File: config.mk
export PLATFORM = sky130hd
export DESIGN_NAME = set_assoc_wb_cache_flat
export DESIGN_NICKNAME = d
export VERILOG_FILES = /design/src/rtl/set_assoc_wb_cache_pkg.sv /design/src/rtl/set_assoc_wb_cache_if.sv /design/src/rtl/set_assoc_wb_cache_lru_set.sv /design/src/rtl/set_assoc_wb_cache.sv /design/src/flat_wrapper.sv
export SDC_FILE = /design/constraint.sdc
export NUM_CORES = 2
export LEC_CHECK = 0
export ABC_AREA = 1
export CORE_MARGIN = 2
export CORE_UTILIZATION = 50
export DETAILED_ROUTE_END_ITERATION = 12
export PLACE_DENSITY = 0.75
export RECOVER_POWER = 100
export SLEW_MARGIN = 20
export SYNTH_ARGS = -nofsm -noshare
export SYNTH_HDL_FRONTEND = slang
export SYNTH_SLANG_ARGS = --single-unit
export TNS_END_PERCENT = 100
File: constraint.sdc
create_clock -name clk -period 8.5 [get_ports clk]
set_clock_uncertainty 0.2 [all_clocks]
set_input_delay 1.7 -clock clk [delete_from_list [all_inputs] [get_ports clk]]
set_output_delay 1.7 -clock clk [all_outputs]
set_load 0.05 [all_outputs]
File: src/rtl/set_assoc_wb_cache_pkg.sv
// set_assoc_wb_cache_pkg: FSM state type and address-field width helpers shared by the cache.
package set_assoc_wb_cache_pkg;
  typedef enum logic [2:0] {IDLE, LOOKUP, WRITEBACK, REFILL, RESPOND} state_t;
  function automatic int bits_of(input int n);
    return (n > 1) ? $clog2(n) : 0;
  endfunction
  function automatic int width_of(input int n);
    return (n > 1) ? $clog2(n) : 1;
  endfunction
endpackage

File: src/rtl/set_assoc_wb_cache_if.sv
// set_assoc_wb_cache_if: CPU-side and block-wide memory-side buses of the cache.
interface set_assoc_wb_cache_if #(
  parameter int ADDR_WIDTH  = 32,
  parameter int WORD_SIZE   = 32,
  parameter int BLOCK_WORDS = 4
);
  logic                             cpu_req, cpu_we, cpu_ready, stall_pc;
  logic                             mem_req, mem_we, mem_ready;
  logic [ADDR_WIDTH-1:0]            cpu_addr, mem_addr;
  logic [WORD_SIZE-1:0]             cpu_wdata, cpu_rdata;
  logic [WORD_SIZE*BLOCK_WORDS-1:0] mem_wdata, mem_rdata;
  modport slave (
    input  cpu_req, cpu_we, cpu_addr, cpu_wdata, mem_rdata, mem_ready,
    output cpu_rdata, cpu_ready, stall_pc, mem_req, mem_we, mem_addr, mem_wdata
  );
  modport master (
    output cpu_req, cpu_we, cpu_addr, cpu_wdata, mem_rdata, mem_ready,
    input  cpu_rdata, cpu_ready, stall_pc, mem_req, mem_we, mem_addr, mem_wdata
  );
endinterface

File: src/rtl/set_assoc_wb_cache_lru_set.sv
// cache_lru_set: per-set LRU ages (0 = most recent); reports the oldest way of the addressed set.
module cache_lru_set
  import set_assoc_wb_cache_pkg::*;
#(
  parameter int NUM_SETS = 4,
  parameter int NUM_WAYS = 2
) (
  input  logic                          clk,
  input  logic                          reset_n,
  input  logic [width_of(NUM_SETS)-1:0] i_set,
  input  logic [width_of(NUM_WAYS)-1:0] i_way,
  input  logic                          i_upd,
  output logic [width_of(NUM_WAYS)-1:0] o_victim
);
  localparam int WW = width_of(NUM_WAYS);
  if (NUM_WAYS == 1) begin : g_one
    assign o_victim = '0;
  end else begin : g_lru
    logic [WW-1:0] r_age [NUM_SETS][NUM_WAYS];
    always_ff @(posedge clk or negedge reset_n) begin
      if (!reset_n) begin
        for (int s = 0; s < NUM_SETS; s++)
          for (int w = 0; w < NUM_WAYS; w++) r_age[s][w] <= WW'(w);
      end else if (i_upd) begin
        for (int w = 0; w < NUM_WAYS; w++)
          r_age[i_set][w] <= (WW'(w) == i_way) ? '0 :
                             (r_age[i_set][w] < r_age[i_set][i_way]) ? r_age[i_set][w] + 1'b1 :
                             r_age[i_set][w];
      end
    end
    always_comb begin
      o_victim = '0;
      for (int w = 0; w < NUM_WAYS; w++)
        if (r_age[i_set][w] == WW'(NUM_WAYS - 1)) o_victim = WW'(w);
    end
  end
endmodule

File: src/rtl/set_assoc_wb_cache.sv
// set_assoc_wb_cache: N-way set-associative write-back/write-allocate data cache with LRU
// replacement; one request in flight, stall_pc held until the completion pulse.
module set_assoc_wb_cache
  import set_assoc_wb_cache_pkg::*;
#(
  parameter int WORD_SIZE   = 32,
  parameter int BLOCK_WORDS = 4,
  parameter int NUM_SETS    = 4,
  parameter int NUM_WAYS    = 2,
  parameter int ADDR_WIDTH  = 32
) (
  input logic                clk,
  input logic                reset_n,
  set_assoc_wb_cache_if.slave bus
);
  localparam int BO  = bits_of(WORD_SIZE / 8);
  localparam int WO  = bits_of(BLOCK_WORDS);
  localparam int IW  = bits_of(NUM_SETS);
  localparam int OW  = BO + WO;
  localparam int TW  = ADDR_WIDTH - OW - IW;
  localparam int LW  = WORD_SIZE * BLOCK_WORDS;
  localparam int WW  = width_of(NUM_WAYS);
  localparam int WOW = width_of(BLOCK_WORDS);
  state_t                r_state, w_next;
  logic                  r_we;
  logic [TW-1:0]         r_ctag;
  logic [IW-1:0]         r_idx;
  logic [WOW-1:0]        r_woff, w_woff;
  logic [WORD_SIZE-1:0]  r_wdata, r_rdata, w_word;
  logic [WW-1:0]         r_way, w_hit_way, w_victim, w_lru_victim, w_way;
  logic [TW-1:0]         r_tag   [NUM_SETS][NUM_WAYS];
  logic [LW-1:0]         r_data  [NUM_SETS][NUM_WAYS];
  logic                  r_valid [NUM_SETS][NUM_WAYS];
  logic                  r_dirty [NUM_SETS][NUM_WAYS];
  logic                  w_hit, w_fill, w_wr, w_upd;
  logic [LW-1:0]         w_src, w_line;
  if (BLOCK_WORDS > 1) begin : g_woff
    assign w_woff = bus.cpu_addr[BO +: WOW];
  end else begin : g_no_woff
    assign w_woff = '0;
  end
  if (BO > 0) begin : g_byte_off
    logic w_unused_byte_off;
    assign w_unused_byte_off = ^bus.cpu_addr[BO-1:0];
  end
  always_comb begin
    w_hit     = 1'b0;
    w_hit_way = '0;
    w_victim  = w_lru_victim;
    for (int w = NUM_WAYS - 1; w >= 0; w--) begin
      if (r_valid[r_idx][w] && r_tag[r_idx][w] == r_ctag) begin
        w_hit     = 1'b1;
        w_hit_way = WW'(w);
      end
      if (!r_valid[r_idx][w]) w_victim = WW'(w);
    end
  end
  assign w_way  = (r_state == REFILL) ? r_way : w_hit_way;
  assign w_fill = (r_state == REFILL) && bus.mem_ready;
  assign w_upd  = w_fill || (r_state == LOOKUP && w_hit);
  assign w_wr   = w_fill || (r_state == LOOKUP && w_hit && r_we);
  assign w_src  = (r_state == REFILL) ? bus.mem_rdata : r_data[r_idx][w_hit_way];
  assign w_word = w_src[int'(r_woff) * WORD_SIZE +: WORD_SIZE];
  // Store data is merged into the line on its way into the array, for hits and refills alike
  always_comb begin
    w_line = w_src;
    if (r_we) w_line[int'(r_woff) * WORD_SIZE +: WORD_SIZE] = r_wdata;
  end
  cache_lru_set #(.NUM_SETS(NUM_SETS), .NUM_WAYS(NUM_WAYS)) u_lru (
    .clk(clk), .reset_n(reset_n), .i_set(r_idx), .i_way(w_way), .i_upd(w_upd), .o_victim(w_lru_victim)
  );
  always_ff @(posedge clk or negedge reset_n) begin
    if (!reset_n) r_state <= IDLE;
    else r_state <= w_next;
  end
  always_comb begin
    w_next = r_state;
    case (r_state)
      IDLE:      w_next = bus.cpu_req ? LOOKUP : IDLE;
      LOOKUP:    w_next = w_hit ? RESPOND : (r_valid[r_idx][w_victim] && r_dirty[r_idx][w_victim]) ? WRITEBACK : REFILL;
      WRITEBACK: w_next = bus.mem_ready ? REFILL : WRITEBACK;
      REFILL:    w_next = bus.mem_ready ? RESPOND : REFILL;
      default:   w_next = IDLE;
    endcase
  end
  always_comb begin
    bus.mem_req   = (r_state == WRITEBACK) || (r_state == REFILL);
    bus.mem_we    = r_state == WRITEBACK;
    bus.mem_addr  = (r_state == WRITEBACK) ? ADDR_WIDTH'({r_tag[r_idx][r_way], r_idx}) << OW :
                    (r_state == REFILL) ? ADDR_WIDTH'({r_ctag, r_idx}) << OW : '0;
    bus.mem_wdata = (r_state == WRITEBACK) ? r_data[r_idx][r_way] : '0;
    bus.cpu_ready = r_state == RESPOND;
    bus.stall_pc  = r_state inside {LOOKUP, WRITEBACK, REFILL};
    bus.cpu_rdata = r_rdata;
  end
  always_ff @(posedge clk or negedge reset_n) begin
    if (!reset_n) begin
      r_we    <= 1'b0;
      r_ctag  <= '0;
      r_idx   <= '0;
      r_woff  <= '0;
      r_wdata <= '0;
      r_rdata <= '0;
      r_way   <= '0;
      for (int s = 0; s < NUM_SETS; s++)
        for (int w = 0; w < NUM_WAYS; w++) begin
          r_valid[s][w] <= 1'b0;
          r_dirty[s][w] <= 1'b0;
        end
    end else begin
      if (r_state == IDLE && bus.cpu_req) begin
        r_we    <= bus.cpu_we;
        r_ctag  <= bus.cpu_addr[ADDR_WIDTH-1 -: TW];
        r_idx   <= bus.cpu_addr[OW +: IW];
        r_woff  <= w_woff;
        r_wdata <= bus.cpu_wdata;
      end
      if (r_state == LOOKUP) r_way <= w_hit ? w_hit_way : w_victim;
      if (w_upd && !r_we) r_rdata <= w_word;
      if (w_wr) begin
        r_valid[r_idx][w_way] <= 1'b1;
        r_dirty[r_idx][w_way] <= r_we;
      end
    end
  end
  always_ff @(posedge clk) begin
    if (w_wr) r_data[r_idx][w_way] <= w_line;
    if (w_fill) r_tag[r_idx][w_way] <= r_ctag;
  end
endmodule

File: src/flat_wrapper.sv
// flat-port wrapper written by rule: the top's interface ports become plain ports
module set_assoc_wb_cache_flat import set_assoc_wb_cache_pkg::*;
#(
  parameter int WORD_SIZE   = 32,
  parameter int BLOCK_WORDS = 4,
  parameter int NUM_SETS    = 4,
  parameter int NUM_WAYS    = 2,
  parameter int ADDR_WIDTH  = 32
)
  (clk, reset_n, bus_cpu_req, bus_cpu_we, bus_cpu_addr, bus_cpu_wdata, bus_mem_rdata, bus_mem_ready, bus_cpu_rdata, bus_cpu_ready, bus_stall_pc, bus_mem_req, bus_mem_we, bus_mem_addr, bus_mem_wdata);
  set_assoc_wb_cache_if #(.ADDR_WIDTH(ADDR_WIDTH), .WORD_SIZE(WORD_SIZE), .BLOCK_WORDS(BLOCK_WORDS)) bus_i ();
  input logic clk;
  input logic reset_n;
  input wire logic [$bits(bus_i.cpu_req)-1:0] bus_cpu_req;
  input wire logic [$bits(bus_i.cpu_we)-1:0] bus_cpu_we;
  input wire logic [$bits(bus_i.cpu_addr)-1:0] bus_cpu_addr;
  input wire logic [$bits(bus_i.cpu_wdata)-1:0] bus_cpu_wdata;
  input wire logic [$bits(bus_i.mem_rdata)-1:0] bus_mem_rdata;
  input wire logic [$bits(bus_i.mem_ready)-1:0] bus_mem_ready;
  output wire logic [$bits(bus_i.cpu_rdata)-1:0] bus_cpu_rdata;
  output wire logic [$bits(bus_i.cpu_ready)-1:0] bus_cpu_ready;
  output wire logic [$bits(bus_i.stall_pc)-1:0] bus_stall_pc;
  output wire logic [$bits(bus_i.mem_req)-1:0] bus_mem_req;
  output wire logic [$bits(bus_i.mem_we)-1:0] bus_mem_we;
  output wire logic [$bits(bus_i.mem_addr)-1:0] bus_mem_addr;
  output wire logic [$bits(bus_i.mem_wdata)-1:0] bus_mem_wdata;
  assign bus_i.cpu_req = bus_cpu_req;
  assign bus_i.cpu_we = bus_cpu_we;
  assign bus_i.cpu_addr = bus_cpu_addr;
  assign bus_i.cpu_wdata = bus_cpu_wdata;
  assign bus_i.mem_rdata = bus_mem_rdata;
  assign bus_i.mem_ready = bus_mem_ready;
  assign bus_cpu_rdata = bus_i.cpu_rdata;
  assign bus_cpu_ready = bus_i.cpu_ready;
  assign bus_stall_pc = bus_i.stall_pc;
  assign bus_mem_req = bus_i.mem_req;
  assign bus_mem_we = bus_i.mem_we;
  assign bus_mem_addr = bus_i.mem_addr;
  assign bus_mem_wdata = bus_i.mem_wdata;
  set_assoc_wb_cache #(.WORD_SIZE(WORD_SIZE), .BLOCK_WORDS(BLOCK_WORDS), .NUM_SETS(NUM_SETS), .NUM_WAYS(NUM_WAYS), .ADDR_WIDTH(ADDR_WIDTH)) u_core (.clk(clk), .reset_n(reset_n), .bus(bus_i));
endmodule
* Word-level counts from Yosys, hierarchy flattened *
Memory sizes are Yosys's and may differ from the RTL's.
Index checks and enable logic that the tools add are counted.

word-level totals
  register bits after elaboration = 123
  latch bits = 0
  bits in writable memories = 1232
  ROM bits = 0
  output and inout port bits = 196
  word-level logic and storage cells = 147
  memories = 2

cells by class
  $add $sub $neg = 3
  multipliers = 0
  divide/modulo/power cells = 0
  order comparisons = 9
  equal/unequal tests = 6
  shift operators = 3
  muxes and demuxes = 70
  bitwise operators = 6
  reduce and logical (&&, ||, !) cells = 16

memories
  memory         words  width  rd ports  clocked after Yosys merged registers in  wr ports  line                      RTL
  u_core.r_data  4      256    1         0                                        1         set_assoc_wb_cache.sv:32  logic [LW-1:0] r_data [NUM_SETS][NUM_WAYS];
  u_core.r_tag   4      52     1         0                                        1         set_assoc_wb_cache.sv:31  logic [TW-1:0] r_tag [NUM_SETS][NUM_WAYS];

operators with widths
  cell                         count
  $mux W128                    10
  $mux W256                    1
  $bwmux W128                  1
  $demux W128 S1               1
  $shift A32 B33 Y128 const A  1
  $shiftx A128 B8 Y32          1
  $shiftx A32 B33 Y128         1
  $mux W26                     4
  $mux W32                     2
  $eq A26 B26 Y1               2
  $mux W52                     1
  $neg A7 Y33                  1
  $mux W1                      28
  $demux W26 S1                1
  $bwmux W8                    3
  $mux W2                      8
  $bmux W2 S2                  3
  $demux W2 S2                 3
  $pmux W3 S4                  1
  $logic_and A1 B1 Y1          10
  $ge A2 B2 Y1 const B         4
  $not A1 Y2                   4
  $or A8 B8 Y8                 1
  $eq A3 B2 Y1 const B         2
  14 further kinds             19

* Longest topological paths before layout *
  depth after elaboration = 17
  gate-level depth with buffers = 25

* By module *
A second synthesis with hierarchy kept.

second synthesis, totals
  cells, all modules = 5205
  area total of the unflattened synthesis = 58607.5 µm²

by module, submodules not included
  module              times used  cells each  area each (µm²)  seq. area each (µm²)
  set_assoc_wb_cache  1           5144        58177.0          39873.2
  cache_lru_set       1           61          430.4            205.2

* Worst setup path after synthesis *
No wires, ideal clock.

  kind = input to register
  start = input port bus_mem_ready
  end = register u_core.r_dirty[0] in the netlist's numbering
  arrival time = 8.350 ns
  slack = -0.152 ns
  stages on the path = 8
  path through = inv_1 > nor2_1 > a21oi_2 > inv_2 > nand2_1 > nor2_1 > inv_1 > o21ai_1

on the way
  word-level cells in the longest chain between the ends = 2

RTL lines
  what                            line                       RTL
  start: declaration              flat_wrapper.sv:19         input wire logic [$bits(bus_i.mem_ready)-1:0] bus_mem_ready;
  $logic_and A1 B1 Y1             set_assoc_wb_cache.sv:59   assign w_fill = (r_state == REFILL) && bus.mem_ready;
  $logic_or A1 B1 Y1              set_assoc_wb_cache.sv:61   assign w_wr = w_fill || (r_state == LOOKUP && w_hit && r_we);
  end signal: indexed assignment  set_assoc_wb_cache.sv:122  r_dirty[r_idx][w_way] <= r_we;
  end: declaration                set_assoc_wb_cache.sv:34   logic r_dirty [NUM_SETS][NUM_WAYS];

No other way between the ends.
A chain may end at the register's enable or synchronous reset.

* Worst setup path after layout *
  start = register u_core.r_way
  end = output port bus_mem_wdata[38]

on the way
  word-level cells in the longest chain between the ends = 5

RTL lines
  what                                          line                       RTL
  start: declaration                            set_assoc_wb_cache.sv:30   logic [WW-1:0] r_way, w_hit_way, w_victim, w_lru_victim, w_way;
  start signal: assignment                      set_assoc_wb_cache.sv:118  if (r_state == LOOKUP) r_way <= w_hit ? w_hit_way : w_victim;
  $not A1 Y2 (not written as such)              set_assoc_wb_cache.sv:91   bus.mem_wdata = (r_state == WRITEBACK) ? r_data[r_idx][r_way] : '0;
  $mux W128 (not written as such) (3 in a row)  set_assoc_wb_cache.sv:91
  $mux W128                                     set_assoc_wb_cache.sv:91
  end: declaration                              flat_wrapper.sv:26         output wire logic [$bits(bus_i.mem_wdata)-1:0] bus_mem_wdata;

No other way between the ends. The select of a mux whose other input is x is not followed.

==> results_dict.tcl <==
set metrics [dict create \
    root_buffer "clkbuf_16" \
    yosys_register_bits 1355 \
    cts_max_path_buffers 3 \
    min_path_cells 2 \
    layout_min_cycle_time_ns 7.683 \
    drtIter0Drc 7687 \
    area_growth_pct 16.49 \
    via_per_inst 6.357 \
    slew_headroom -2.373 \
    power_density_nw_per_um2 420.1 \
    rr_startpoint "u_core.r_idx[0]" \
    fin_crit_sh 0.9038 \
    grt.total_usage 0.3328 \
    routedWlPerCell_um 28.18 \
    critPathKind "flop to output pin" \
    vdd_drop_max_mv 0.2723 \
    async_reset_ff_frac 0.09077 \
    io_pins 393 \
    power.leakage_nw 26.38 \
    worst_slack_ns 0.8174 \
    place_congestion 0.9436 \
    postLayoutCoreUtil 0.5846 \
    path_max_fanout 98 \
    drv_slew 998 \
    hold_violations 0 \
    worst_pin_slew_ns 5.059 \
    syn_area_um2 59020 \
    min_to "u_core.r_valid[0]" \
    syn_area_per_cell_um2 11.02 \
    first_pass_iters 8 \
    antenna_found_initial 15 \
    yosys_warnings 0 \
    rsz0062_at_grt "no" \
    ys.flop_type "edfxtp_1" \
    r2r_end "u_core.r_data[0][218]" \
    min-delay-start "u_core.r_valid[0]" \
    cts.sink_count 1355 \
    r2r_slack_ns 0.89 \
    r2r_cells 21 \
    grt_pass1_vias 43060 \
    numPortBuffers 386 \
    multi_input_area_um2 16600 \
    post_cts_buffers 0 \
    regArea_um2 40080 \
    vias 46300 \
    cts_hold_buf 0 \
    wl_um 205200 \
    core_area_um2 117600 \
    crit_start "u_core.r_way" \
    final_cell_mix "1530 x nand2_1, 1232 x edfxtp_1, 519 x nand3_1, 300 x o21ai_0, 250 x inv_1" \
    tritoncts "yes" \
    run_status "complete, but fails checks" \
    start_util 0.5019 \
    drive_gt1_frac 0.05383 \
    final_nets 5827 \
    hold_class "flop to flop" \
    cp-end-kind "output pin" \
    maxCapViolCount 23 \
    h-tree-depth 4 \
    layout_commonest_cell "nand2_1" \
    cts_resized 0 \
    grt_max_degree 132 \
    grt_overflow 0 \
    arrival_ns 5.78 \
    dp_slack_ns 2.017 \
    synth_area_leaders "edfxtp_1 63%, nand2_1 9.7%, dfrtp_1 5.0%" \
    worstPathRequired_ns 6.60 \
    ys_seq_area_frac 0.6790 \
    die_x_um 347.6 \
    drcViolationCount 0 \
    clk_latency_ns 0.78 \
    fmax_mhz 130.2 \
    synth_top_area_share 0.6268 \
    synth_cell_types 36 \
    clkSlewWorstSetupHoldPaths_ns 0.06 \
    synth_edf_count 1232 \
    synthCells 5355 \
    cts_made_buffers 140 \
    yosysTopAreaCell "edfxtp_1" \
    grt_pass1_wl_um 292900 \
    setup_viol 0 \
    violations "max-capacitance violations, max-slew violations" \
    row_count 126 \
    hpwl_um 121700 \
    n_fill_cell 9283 \
    critical_path.startpoint_type "flop" \
    die_h_um 347.6 \
    dieArea_um2 120800 \
    drtAntennaViolNets 0 \
]
-- synth_stat cells (4+ instances only) --
| cell | number |
|---|---|
| a221oi_1 | 148 |
| and2_1 | 142 |
| o21ai_0 | 285 |
| inv_2 | 6 |
| clkbuf_1 | 232 |
| dfrtp_1 | 119 |
| a22o_1 | 45 |
| o22ai_1 | 29 |
| a21oi_1 | 197 |
| inv_1 | 253 |
| nand4_1 | 36 |
| or2_1 | 4 |
| nor2_1 | 176 |
| nand3_1 | 519 |
| buf_2 | 53 |
| buf_1 | 39 |
| o21ai_1 | 16 |
| nand2_1 | 1531 |
| ha_1 | 5 |
| nor2_2 | 5 |
| dfstp_2 | 4 |
| buf_4 | 22 |
| edfxtp_1 | 1232 |
| a22oi_1 | 239 |
-- worst max-delay path, stage by stage, from the launching register on --
cell and delay, ns:
dfrtp_1 1.98, inv_6 0.88, buf_4 0.61, a21oi_1 0.52
clkdlybuf4s50_1 0.91
-- flip-flops by register name (all words and copies together), names as in the netlist --
register / cells
u_core.r_woff: 2
u_core.r_valid: 8
u_core.r_way: 1
u_core.r_wdata: 32
u_core.u_lru.g_lru.r_age: 8
u_core.r_data: 1024
u_core.r_we: 1
u_core.r_idx: 2
u_core.r_ctag: 26
u_core.r_state: 3
u_core.bus.cpu_rdata: 32
u_core.r_dirty: 8
u_core.r_tag: 208
-- layer usage --
layer / vias up / GRT usage / wire length (µm)
met4: 12 / 0.1764 / 13350
met5: - / 0 / 86
li1: 19650 / - / -
met2: 4018 / 0.4879 / 87860
met1: 21940 / 0.4410 / 70970
met3: 679 / 0.1103 / 32990
-- per-stage QoR --
stage	instances	hold slack [ns]	TNS (ns)	power [mW]	area, µm²
3_5_place_dp	7018	0.2352	0	22.57	64410
5_1_grt	7277	0.2662	0	29.88	68740
6_report	7282	0.2546	0	28.89	68760
3_3_place_gp	7018	0.2321	0	22.30	64410
2_1_floorplan	5358	0.2198	-0.007902	17.70	59040
4_1_cts	7275	0.2509	0	28.58	68930
-- worst max-delay path by stage --
stage                             to  slack [ns]  depth (start not counted)
2_1_floorplan      u_core.r_dirty[2]      -0.008                          7
3_5_place_dp   u_core.r_data[0][139]        2.02                         21
5_1_grt           bus_mem_wdata[117]        0.69                         10
4_1_cts           bus_mem_wdata[119]        1.55                          9
3_3_place_gp   u_core.r_data[0][194]        2.12                         21
6_report           bus_mem_wdata[38]        0.82                          4
-- report_power, final --
group          switching [mW]  internal (mW)  total, mW
registers               0.515           9.43       9.94
clock network            2.65           3.41       6.07
logic                    9.80           3.08       12.9
total                    13.0           15.9       28.9
-- cells by family after synthesis --
group / after synthesis / share of synthesized area
compound gates: 965 / 0.1052
fa+ha+maj: 5 / 0.001060
buf+inv: 609 / 0.04155
flops: 1355 / 0.6790
other cells: 1 / 0.00006354
simple gates: 2420 / 0.1731
-- area by class of cell --
type | count | area share
Sequential cell | 1355 | 0.5830
Multi-Input combinational cell | 3394 | 0.2414
Timing Repair Buffer | 473 | 0.06700
Clock buffer | 187 | 0.05485
Tap cell | 1536 | 0.02795
Inverter | 261 | 0.01461
Clock inverter | 70 | 0.01099
Antenna cell | 6 | 0.0002184
No activity file was read; power rests on OpenSTA's default activity.
